`src/rtl/adder_seq_pkg.sv`:
```
// adder_seq_pkg: shared types for the byte-serial add/sub/accumulate engine.
//   mode_e  : transaction opcode, sampled on the first input beat
//   state_e : engine FSM states
//   FLAG_*  : bit positions inside out_flags {N, Z, V, C}
package adder_seq_pkg;

    typedef enum logic [1:0] {
        MODE_ADD = 2'b00,
        MODE_SUB = 2'b01,
        MODE_ACC = 2'b10,
        MODE_CLR = 2'b11
    } mode_e;

    typedef enum logic [2:0] {
        S_IDLE,
        S_LOAD_A,
        S_LOAD_B,
        S_EXEC,
        S_OUT
    } state_e;

    localparam int FLAG_C = 0;
    localparam int FLAG_V = 1;
    localparam int FLAG_Z = 2;
    localparam int FLAG_N = 3;

endpackage

```
`src/rtl/adder_slice.sv`:
```
// adder_slice: combinational W-bit adder slice, time-multiplexed by the engine.
//   a, b   : operand slices
//   inv_b  : invert b (subtract when combined with cin=1 on slice 0)
//   cin    : carry into bit 0
//   sum    : slice result
//   cout   : carry out of the MSB
//   c_msb  : carry into the MSB (cout ^ c_msb gives signed overflow)
module adder_slice #(
    parameter int W = 8
) (
    input  logic [W-1:0] a,
    input  logic [W-1:0] b,
    input  logic         inv_b,
    input  logic         cin,
    output logic [W-1:0] sum,
    output logic         cout,
    output logic         c_msb
);

    logic [W-1:0] bx;
    logic [W:0]   full;

    assign bx    = inv_b ? ~b : b;
    assign full  = {1'b0, a} + {1'b0, bx} + {{W{1'b0}}, cin};
    assign sum   = full[W-1:0];
    assign cout  = full[W];
    // Carry into the MSB recovered from the MSB sum bit; avoids slicing a[W-2:0]
    // so the module also works for W=1.
    assign c_msb = full[W-1] ^ a[W-1] ^ bx[W-1];

endmodule

```
`src/rtl/adder_seq_engine.sv`:
```
// adder_seq_engine: byte-serial add / subtract / accumulate engine.
// Operands arrive as little-endian BUS_W-bit beats over a valid/ready bus,
// are summed one slice per cycle through a single adder_slice with a
// registered carry, and the result plus flags leave over a second
// valid/ready bus, again little-endian.
//
// Ports:
//   clk, rst            rising-edge clock, synchronous active-high reset
//   in_valid/in_ready   input beat handshake
//   in_data             operand slice
//   in_mode             00 ADD, 01 SUB, 10 ACC, 11 CLR (first beat only)
//   out_valid/out_ready result beat handshake
//   out_data            result slice
//   out_flags           {negative, zero, overflow, carry}, constant per result
//   busy                high whenever the FSM is not idle
//
// Build option: define ADDER_SEQ_SATURATE_EN to clamp signed overflow to the
// most positive / most negative value (accumulator stores the clamped value).
import adder_seq_pkg::*;

module adder_seq_engine #(
    parameter int WIDTH = 16,
    parameter int BUS_W = 8
) (
    input  logic             clk,
    input  logic             rst,
    input  logic             in_valid,
    output logic             in_ready,
    input  logic [BUS_W-1:0] in_data,
    input  logic [1:0]       in_mode,
    output logic             out_valid,
    input  logic             out_ready,
    output logic [BUS_W-1:0] out_data,
    output logic [3:0]       out_flags,
    output logic             busy
);

    localparam int N  = WIDTH / BUS_W;
    localparam int CW = (N > 1) ? $clog2(N) : 1;
    localparam logic [CW-1:0] LAST = CW'(N - 1);

    state_e          state, state_n;
    mode_e           mode_q, first_mode;
    logic [CW-1:0]   cnt, cnt_n;
    logic            cnt_last;
    logic [WIDTH-1:0] a_reg, b_reg, acc_reg, res_reg;
    logic [WIDTH-1:0] res_full, res_final;
    logic            carry_q;
    logic            in_fire, out_fire;
    int              idx, nidx;

    logic [BUS_W-1:0] sl_a, sl_b, sl_sum;
    logic             sl_inv, sl_cin, sl_cout, sl_cmsb;
    logic             v_raw;
    logic [3:0]       flags_n;

    assign in_fire    = in_valid && in_ready;
    assign out_fire   = out_valid && out_ready;
    assign first_mode = mode_e'(in_mode);
    assign cnt_last   = (cnt == LAST);
    assign idx        = int'(cnt) * BUS_W;
    assign nidx       = int'(cnt_n) * BUS_W;

    // ---------------- next-state / beat counter ----------------
    always_comb begin
        state_n = state;
        cnt_n   = cnt;
        case (state)
            S_IDLE: begin
                // A non-CLR first beat is slice 0 of the first operand.
                if (in_fire && first_mode != MODE_CLR) begin
                    if (cnt_last) begin
                        cnt_n   = '0;
                        state_n = (first_mode == MODE_ACC) ? S_EXEC : S_LOAD_B;
                    end else begin
                        cnt_n   = cnt + 1'b1;
                        state_n = S_LOAD_A;
                    end
                end
            end
            S_LOAD_A: begin
                if (in_fire) begin
                    if (cnt_last) begin
                        cnt_n   = '0;
                        state_n = (mode_q == MODE_ACC) ? S_EXEC : S_LOAD_B;
                    end else begin
                        cnt_n = cnt + 1'b1;
                    end
                end
            end
            S_LOAD_B: begin
                if (in_fire) begin
                    if (cnt_last) begin
                        cnt_n   = '0;
                        state_n = S_EXEC;
                    end else begin
                        cnt_n = cnt + 1'b1;
                    end
                end
            end
            S_EXEC: begin
                if (cnt_last) begin
                    cnt_n   = '0;
                    state_n = S_OUT;
                end else begin
                    cnt_n = cnt + 1'b1;
                end
            end
            S_OUT: begin
                if (out_fire) begin
                    if (cnt_last) begin
                        cnt_n   = '0;
                        state_n = S_IDLE;
                    end else begin
                        cnt_n = cnt + 1'b1;
                    end
                end
            end
            default: begin
                state_n = S_IDLE;
                cnt_n   = '0;
            end
        endcase
    end

    // ---------------- slice datapath ----------------
    // ACC adds the received operand (held in a_reg) onto the accumulator.
    always_comb begin
        sl_a   = (mode_q == MODE_ACC) ? acc_reg[idx +: BUS_W] : a_reg[idx +: BUS_W];
        sl_b   = (mode_q == MODE_ACC) ? a_reg[idx +: BUS_W]   : b_reg[idx +: BUS_W];
        sl_inv = (mode_q == MODE_SUB);
        sl_cin = (cnt == '0) ? (mode_q == MODE_SUB) : carry_q;
    end

    adder_slice #(.W(BUS_W)) u_slice (
        .a     (sl_a),
        .b     (sl_b),
        .inv_b (sl_inv),
        .cin   (sl_cin),
        .sum   (sl_sum),
        .cout  (sl_cout),
        .c_msb (sl_cmsb)
    );

    assign v_raw = sl_cout ^ sl_cmsb;

    always_comb begin
        res_full = res_reg;
        res_full[idx +: BUS_W] = sl_sum;
    end

`ifdef ADDER_SEQ_SATURATE_EN
    // A wrapped negative MSB means the true result was too positive.
    always_comb begin
        res_final = res_full;
        if (v_raw && mode_q != MODE_CLR)
            res_final = res_full[WIDTH-1] ? {1'b0, {(WIDTH-1){1'b1}}}
                                          : {1'b1, {(WIDTH-1){1'b0}}};
    end
`else
    assign res_final = res_full;
`endif

    // Only meaningful on the last EXEC slice; carry becomes borrow for SUB.
    always_comb begin
        flags_n         = '0;
        flags_n[FLAG_C] = (mode_q == MODE_SUB) ? ~sl_cout : sl_cout;
        flags_n[FLAG_V] = v_raw;
        flags_n[FLAG_Z] = (res_final == '0);
        flags_n[FLAG_N] = res_final[WIDTH-1];
    end

    // ---------------- registers ----------------
    always_ff @(posedge clk) begin
        if (rst) begin
            state     <= S_IDLE;
            cnt       <= '0;
            mode_q    <= MODE_ADD;
            a_reg     <= '0;
            b_reg     <= '0;
            acc_reg   <= '0;
            res_reg   <= '0;
            carry_q   <= 1'b0;
            in_ready  <= 1'b1;
            out_valid <= 1'b0;
            out_data  <= '0;
            out_flags <= '0;
            busy      <= 1'b0;
        end else begin
            state    <= state_n;
            cnt      <= cnt_n;
            in_ready <= (state_n == S_IDLE) || (state_n == S_LOAD_A) || (state_n == S_LOAD_B);
            busy     <= (state_n != S_IDLE);
            case (state)
                S_IDLE: begin
                    if (in_fire) begin
                        mode_q <= first_mode;
                        if (first_mode == MODE_CLR)
                            acc_reg <= '0;
                        else
                            a_reg[idx +: BUS_W] <= in_data;
                    end
                end
                S_LOAD_A: if (in_fire) a_reg[idx +: BUS_W] <= in_data;
                S_LOAD_B: if (in_fire) b_reg[idx +: BUS_W] <= in_data;
                S_EXEC: begin
                    carry_q <= sl_cout;
                    if (cnt_last) begin
                        res_reg   <= res_final;
                        out_data  <= res_final[BUS_W-1:0];
                        out_flags <= flags_n;
                        out_valid <= 1'b1;
                        if (mode_q == MODE_ACC)
                            acc_reg <= res_final;
                    end else begin
                        res_reg <= res_full;
                    end
                end
                S_OUT: begin
                    if (out_fire) begin
                        if (cnt_last)
                            out_valid <= 1'b0;
                        else
                            out_data <= res_reg[nidx +: BUS_W];
                    end
                end
                default: ;
            endcase
        end
    end

endmodule

```
`config.mk`:
```
export PLATFORM = sky130hd
export DESIGN_NAME = adder_seq_engine
export DESIGN_NICKNAME = d
export VERILOG_FILES = /design/src/rtl/adder_seq_pkg.sv /design/src/rtl/adder_slice.sv /design/src/rtl/adder_seq_engine.sv
export SDC_FILE = /design/constraint.sdc
export NUM_CORES = 1
export LEC_CHECK = 0
export ABC_AREA = 1
export BUFFER_PORTS_ARGS = -buffer_cell sky130_fd_sc_hd__buf_2
export CELL_PAD_IN_SITES_DETAIL_PLACEMENT = 1
export CELL_PAD_IN_SITES_GLOBAL_PLACEMENT = 2
export CORE_AREA = 2 2 120 122
export CTS_CLUSTER_DIAMETER = 200
export DETAILED_ROUTE_END_ITERATION = 8
export DIE_AREA = 0 0 122 124
export PLACE_DENSITY_LB_ADDON = 0.1
export SYNTH_ARGS = -nofsm -noshare
export SYNTH_HDL_FRONTEND = slang
export SYNTH_SLANG_ARGS = --single-unit
```
`constraint.sdc`:
```
create_clock -name clk -period 4 [get_ports clk]
set_clock_uncertainty 0.2 [all_clocks]
set_input_delay 0.4 -clock clk [delete_from_list [all_inputs] [get_ports clk]]
set_output_delay 0.4 -clock clk [all_outputs]
set_load 0.005 [all_outputs]
```
After elaboration in Yosys (flattened, before gate mapping)
Cells that the tools add are included.
{ "word_totals": {"register_bits": 86, "input_bits": 14, "output_inout_bits": 15, "elab_cells": 111} }
{ "classes": {"n_addsub": 4, "eq_ne": 20, "n_shift": 7, "n_mux": 42, "bitwise_logic": 5, "n_reduce_logical": 20} }
{ "ops": {"columns": ["operator", "n"], "rows": [
  ["$mux 16", 7],
  ["$shiftx 8x33->16", 2],
  ["$pmux 16 s2", 2],
  ["$shiftx 16x5->8", 4],
  ["$bwmux 16", 3],
  ["$mux 8", 6],
  ["$neg 4->33", 1],
  ["$shift 8x33->16 const A", 1],
  ["$mux 3", 8],
  ["$ne 2x2->1 const B", 10],
  ["$logic_not 16->1", 1],
  ["$pmux 8 s2", 1],
  ["$pmux 3 s5", 1],
  ["$reduce_and 4->1", 3],
  ["$mux 1", 11],
  ["$add 8x8->9", 1],
  ["$add 9x1->9", 1],
  ["$eq 3x2->1 const B", 3],
  ["$not 8->8", 1],
  ["$eq 2x2->1 const B", 3],
  ["$eq 3x1->1 const B", 2],
  ["$logic_not 3->1", 2],
  ["$reduce_and 2->1", 3],
  ["$reduce_bool 2->1", 3],
  ["13 further kinds", 18]
]} }

Depth between registers and ports, before layout
{ "logic_depth": {"word_depth": 11, "mapped_depth": 22, "ltp_nobuf": 20} }

By module
Synthesis repeated with hierarchy kept, for this count alone.
{ "unflattened": {"cells_unflattened": 667, "area_unflattened_um2": 4700.8} }
{ "modules_own_cells": {"columns": ["mod", "instances", "cells_each", "area_each_um2", "seq_area_each_um2"], "rows": [
  ["adder_seq_engine", 1, 592, 4184.0, 1721.7],
  ["adder_slice", 1, 75, 516.7, 0.0]
]} }

Worst setup path after synthesis
OpenSTA, ideal clock, no wires.
{ "synth_path": {"path_type": "register -> register", "startpoint": "reg cnt", "endpoint": "reg out_flags[2]", "setup_time_ps": 65, "arrival_ps": 2856, "required_time_ps": 3735, "setup_slack_ps": 879, "path_stages_with_launch": 20, "path_buffers": 3, "period_less_slack_ps": 3121, "cell_sequence": "dfxtp_1 > inv_2 > buf_6 > buf_2 > buf_2 > nand2_1 > nand3_1 > o211ai_1 > fa_1 > fa_1 > o21ai_0 > nor2_1 > nand3_1 > nor2_1 > nand3_1 > nor2_1 > nand3_1 > nor2_1 > nor2_1 > nor2_1"} }
{ "synth_via": {"elab_chain_cells": 9, "elab_cells_between_ends": 16, "classes_between": "add/sub: 3; shift: 5; mux: 5; bitwise: 1; reduce/logical: 2"} }
{ "synth_rtl": {"columns": ["element", "line", "rtl"], "rows": [
  ["from (decl)", "adder_seq_engine.sv:44", "logic [CW-1:0] cnt, cnt_n;"],
  ["from (signal assigned)", "adder_seq_engine.sv:191", "cnt <= cnt_n;"],
  ["$shiftx 16x5->8, on equally long branches", "adder_seq_engine.sv:130, adder_seq_engine.sv:129", null],
  ["$mux 8", "adder_seq_engine.sv:130", "sl_b = (mode_q == MODE_ACC) ? a_reg[idx +: BUS_W] : b_reg[idx +: BUS_W];"],
  ["$not 8->8", "adder_slice.sv:23", "assign bx = inv_b ? ~b : b;"],
  ["$mux 8", "adder_slice.sv:23", null],
  ["$add 8x8->9", "adder_slice.sv:24", "assign full = {1'b0, a} + {1'b0, bx} + {{W{1'b0}}, cin};"],
  ["$add 9x1->9", "adder_slice.sv:24", null],
  ["$shiftx 8x33->16", "adder_seq_engine.sv:149", "res_full[idx +: BUS_W] = sl_sum;"],
  ["$bwmux 16", "adder_seq_engine.sv:149", null],
  ["$logic_not 16->1", "adder_seq_engine.sv:169", "flags_n[FLAG_Z] = (res_final == '0);"],
  ["to (signal assigned)", "adder_seq_engine.sv:211", "out_flags <= flags_n;"],
  ["to (decl)", "adder_seq_engine.sv:34", "output logic [3:0] out_flags,"]
]} }
Several ways; a longest one is shown, not always the timed one.
A chain may end at the register's enable or synchronous reset.

Worst setup path after layout
Ends and elaborated chain as after synthesis.

==> out/metrics.yaml <==
outcome:
  status: "complete, no violations"
global_route:
  grt_usage_pct: 20.2
  grt_pass1_wl_mm: 23.4
  grt_pass1_vias: 4413
  grt_start_max_net_pins: 43
  grt-ovfl-total: 0
  grt_antenna_before_repair: 0
setup_path:
  worstPathRequired_ps: 4080
  max_stage_delay_ps: 530
  cp-start-kind: "register"
  path_cells: "inv_2 > nand2_1 > nand3_1 > o211ai_1 > fa_1 > fa_1 > o21ai_0 > nor2_1 > nand3_1 > nor2_1 > nand3_1 > nor2_1 > nand3_1 > nor2_1 > nor2_1 > nor2_1"
  worst_path_max_delay_cell: "fa_1"
  crit_type: "reg2reg"
  cp-end-kind: "register"
  cpMostUsedCell: "nor2_1"
  critPathTopFamily: "simple AND/OR/NAND/NOR gates"
  crit_buf_inv: 1
  cp.arrival_ps: 3360
  crit_fanout: 23
yosys:
  seq_area_frac_synth_pct: 37.4
  synth_flop_cell: "dfxtp_1"
  async_flop_share_pct: 0
  synth_area_leader_cell: "dfxtp_1"
  synth_fp_nets: 692
  synth_cells: 669
  synth_adder_area_share_pct: 2.77
  synth_area_um2: 4610
  yosys_warnings: 0
  synthXorXnorAreaFrac_pct: 0.570
  synthSimpleGateAreaFrac_pct: 24.7
  synth_top_area_share_pct: 37.4
  synth_cell_types: 37
  synth.area.top_cells: "dfxtp_1 (37%), nand2_1 (13%), a21oi_1 (9.2%)"
  synthMuxAreaShare_pct: 1.74
  synth_edf_count: 0
  yosys_register_bits: 86
  postSynthAreaPerCell_um2: 6.89
  synth_top_family_by_area: "simple AND/OR/NAND/NOR gates"
  synth_compound_area_share_pct: 22.4
power:
  p_int_uw: 2200
  power_density_nw_per_um2: 816
  p_clk_share_pct: 20.3
  ir_drop_mv: 0.263
  pwr-share-seq_pct: 26.7
  power.leakage_uw: 0.00235
  p_sw_share_pct: 47.6
  comb_power_share_pct: 52.9
  p_switching_uw: 2000
floorplan:
  row_count: 43
  initial_core_util_pct: 33.6
  io_pins: 29
  dieArea_um2: 15100
  die_y_um: 124
  chipWidth_um: 122
  coreArea_um2: 13700
timing:
  min_period_ps: 3280
  post-route-period-util_pct: 82.1
  finalSetupViolCount: 0
  hold_viol: 0
  fmax_mhz: 305
  timing.hold.ws_ps: 136
  drv_slew: 0
  relSlewSlack_pct: 56.5
  setup_ws_ps: 716
  tightest_slew_ps: 651
  tns_ps: 0
  rsz0062_at_grt: "no"
finish:
  layout-drive-gt1-share_pct: 12.2
  synthToLayoutAreaGrowth_pct: 11.8
  nets: 709
  fillers: 1766
  n_antenna_cell: 0
  final_core_util_pct: 37.5
cts:
  insertion_delay_ps: 350
  cts_setup_buffers: 0
  clock_sinks: 86
  cts_tree: "done"
  clock_tree.htree_level_count: 3
  ctsHoldBuffers: 0
  cts_inserted_buffers: 9
  clockBufferDepth: 2
  root_buffer: "clkbuf_16"
  cts-resized-gates: 0
  path_clk_slew_ps: 70
detailed_routing:
  vias_per_cell: 5.08
  wire_per_inst_um: 16.2
  vias: 4418
  drc_errors: 0
  drtIter0Drc: 259
  detail-route-antenna-nets: 0
  dr.pass1.iters: 4
  routed_wl_mm: 14.1
placed_design:
  place_congestion: 0.783
  portBuffers: 28
  preCtsSetupSlack_ps: 711
  hpwlAfterDp_mm: 10.4
job:
  maxCapViolCount: 0
min_path:
  min_path_type: "in2reg"
per-layer routing:
layer,part of all wire (%),track usage (%)
met5,0,0
met4,1.5,6.68
met3,2.5,2.88
met2,46,33.0
met1,50,27.4
placed cells by master (no fill, tap or decap), drive strengths merged:
cell type	instances
nand2	161
clkinvlp	2
o21a	1
a211oi	4
a311oi	1
o21ai	85
buf	36
o221ai	1
nand3	43
o22ai	1
ha	7
clkinv	2
nor3	1
or2	6
a21oi	86
xor2	3
inv	78
nand3b	1
nor2	49
dfxtp	86
fa	2
clkbuf	9
mux2i	8
o211ai	11
nand4	1
bufinv	1
a31oi	4
power by group through the flow:
stage | Sequential [µW] | Combinational (µW) | Clock [µW]
detailed placement | 1140 | 2230 | 0
floorplan | 1120 | 1690 | 0
finish | 1120 | 2220 | 855
global placement | 1140 | 2180 | 0
CTS | 1130 | 2250 | 883
global route | 1150 | 2550 | 911
worst register-to-register path, cell delays in order (launching register included):
cell and delay (ps):
dfxtp_2 330, inv_2 330, nand2_1 140, nand3_1 110, o211ai_1 110, fa_1 460, fa_1 530, o21ai_0 140
nor2_1 130, nand3_1 80, nor2_1 140, nand3_1 90, nor2_1 120, nand3_1 80, nor2_1 90, nor2_1 50
nor2_1 80
Yosys cell counts, types with 4 or more instances:
| library cell | n |
|---|---|
| nand2_1 | 155 |
| dfxtp_1 | 86 |
| a21oi_1 | 85 |
| o21ai_0 | 79 |
| inv_1 | 68 |
| nor2_1 | 42 |
| nand3_1 | 40 |
| o211ai_1 | 11 |
| clkbuf_1 | 10 |
| buf_2 | 9 |
| inv_2 | 9 |
| buf_6 | 8 |
| mux2i_1 | 8 |
| ha_1 | 7 |
| o21ai_1 | 6 |
| or2_2 | 5 |
| a31oi_1 | 4 |
| nand2_2 | 4 |
| nor2_4 | 4 |
layout make-up:
| class | instances | area [µm²] | share of cell area (%) |
|---|---|---|---|
| Clock buffer | 9 | 225 | 4.37 |
| Multi-Input combinational cell | 476 | 2400 | 46.7 |
| Inverter | 77 | 289 | 5.61 |
| Clock inverter | 6 | 71.3 | 1.38 |
| Sequential cell | 86 | 1720 | 33.4 |
| Timing Repair Buffer | 36 | 213 | 4.13 |
| Tap cell | 180 | 225 | 4.37 |
final timing paths:
check                             startpoint  slack, ps  cells after the start      endpoint
worst min-delay path              in_data[6]        140                      3     b_reg[14]
worst max register to register           cnt        720                     16  out_flags[2]
worst min register to register  out_flags[0]        260                      2  out_flags[0]
worst max-delay path                     cnt        720                     16  out_flags[2]
through the flow:
| step | total power (µW) | instances | cell area, µm² |
|---|---|---|---|
| after floorplan | 2810 | 669 | 4610 |
| after global placement | 3330 | 855 | 4850 |
| after detailed placement | 3370 | 855 | 4850 |
| after CTS | 4250 | 870 | 5150 |
| after global routing | 4600 | 870 | 5150 |
| final | 4200 | 870 | 5150 |
kinds of logic (layout without fill, tap and decap cells):
logic type	after synthesis	after routing
adders and majority gates	9	9
and+or+nand+nor	262	262
buffers and inverters	107	128
xor gates and xnor gates	3	3
AOI/OAI and AO/OA	194	194
muxes	8	8
DFF	86	86
(Power assumes the default switching activity.)
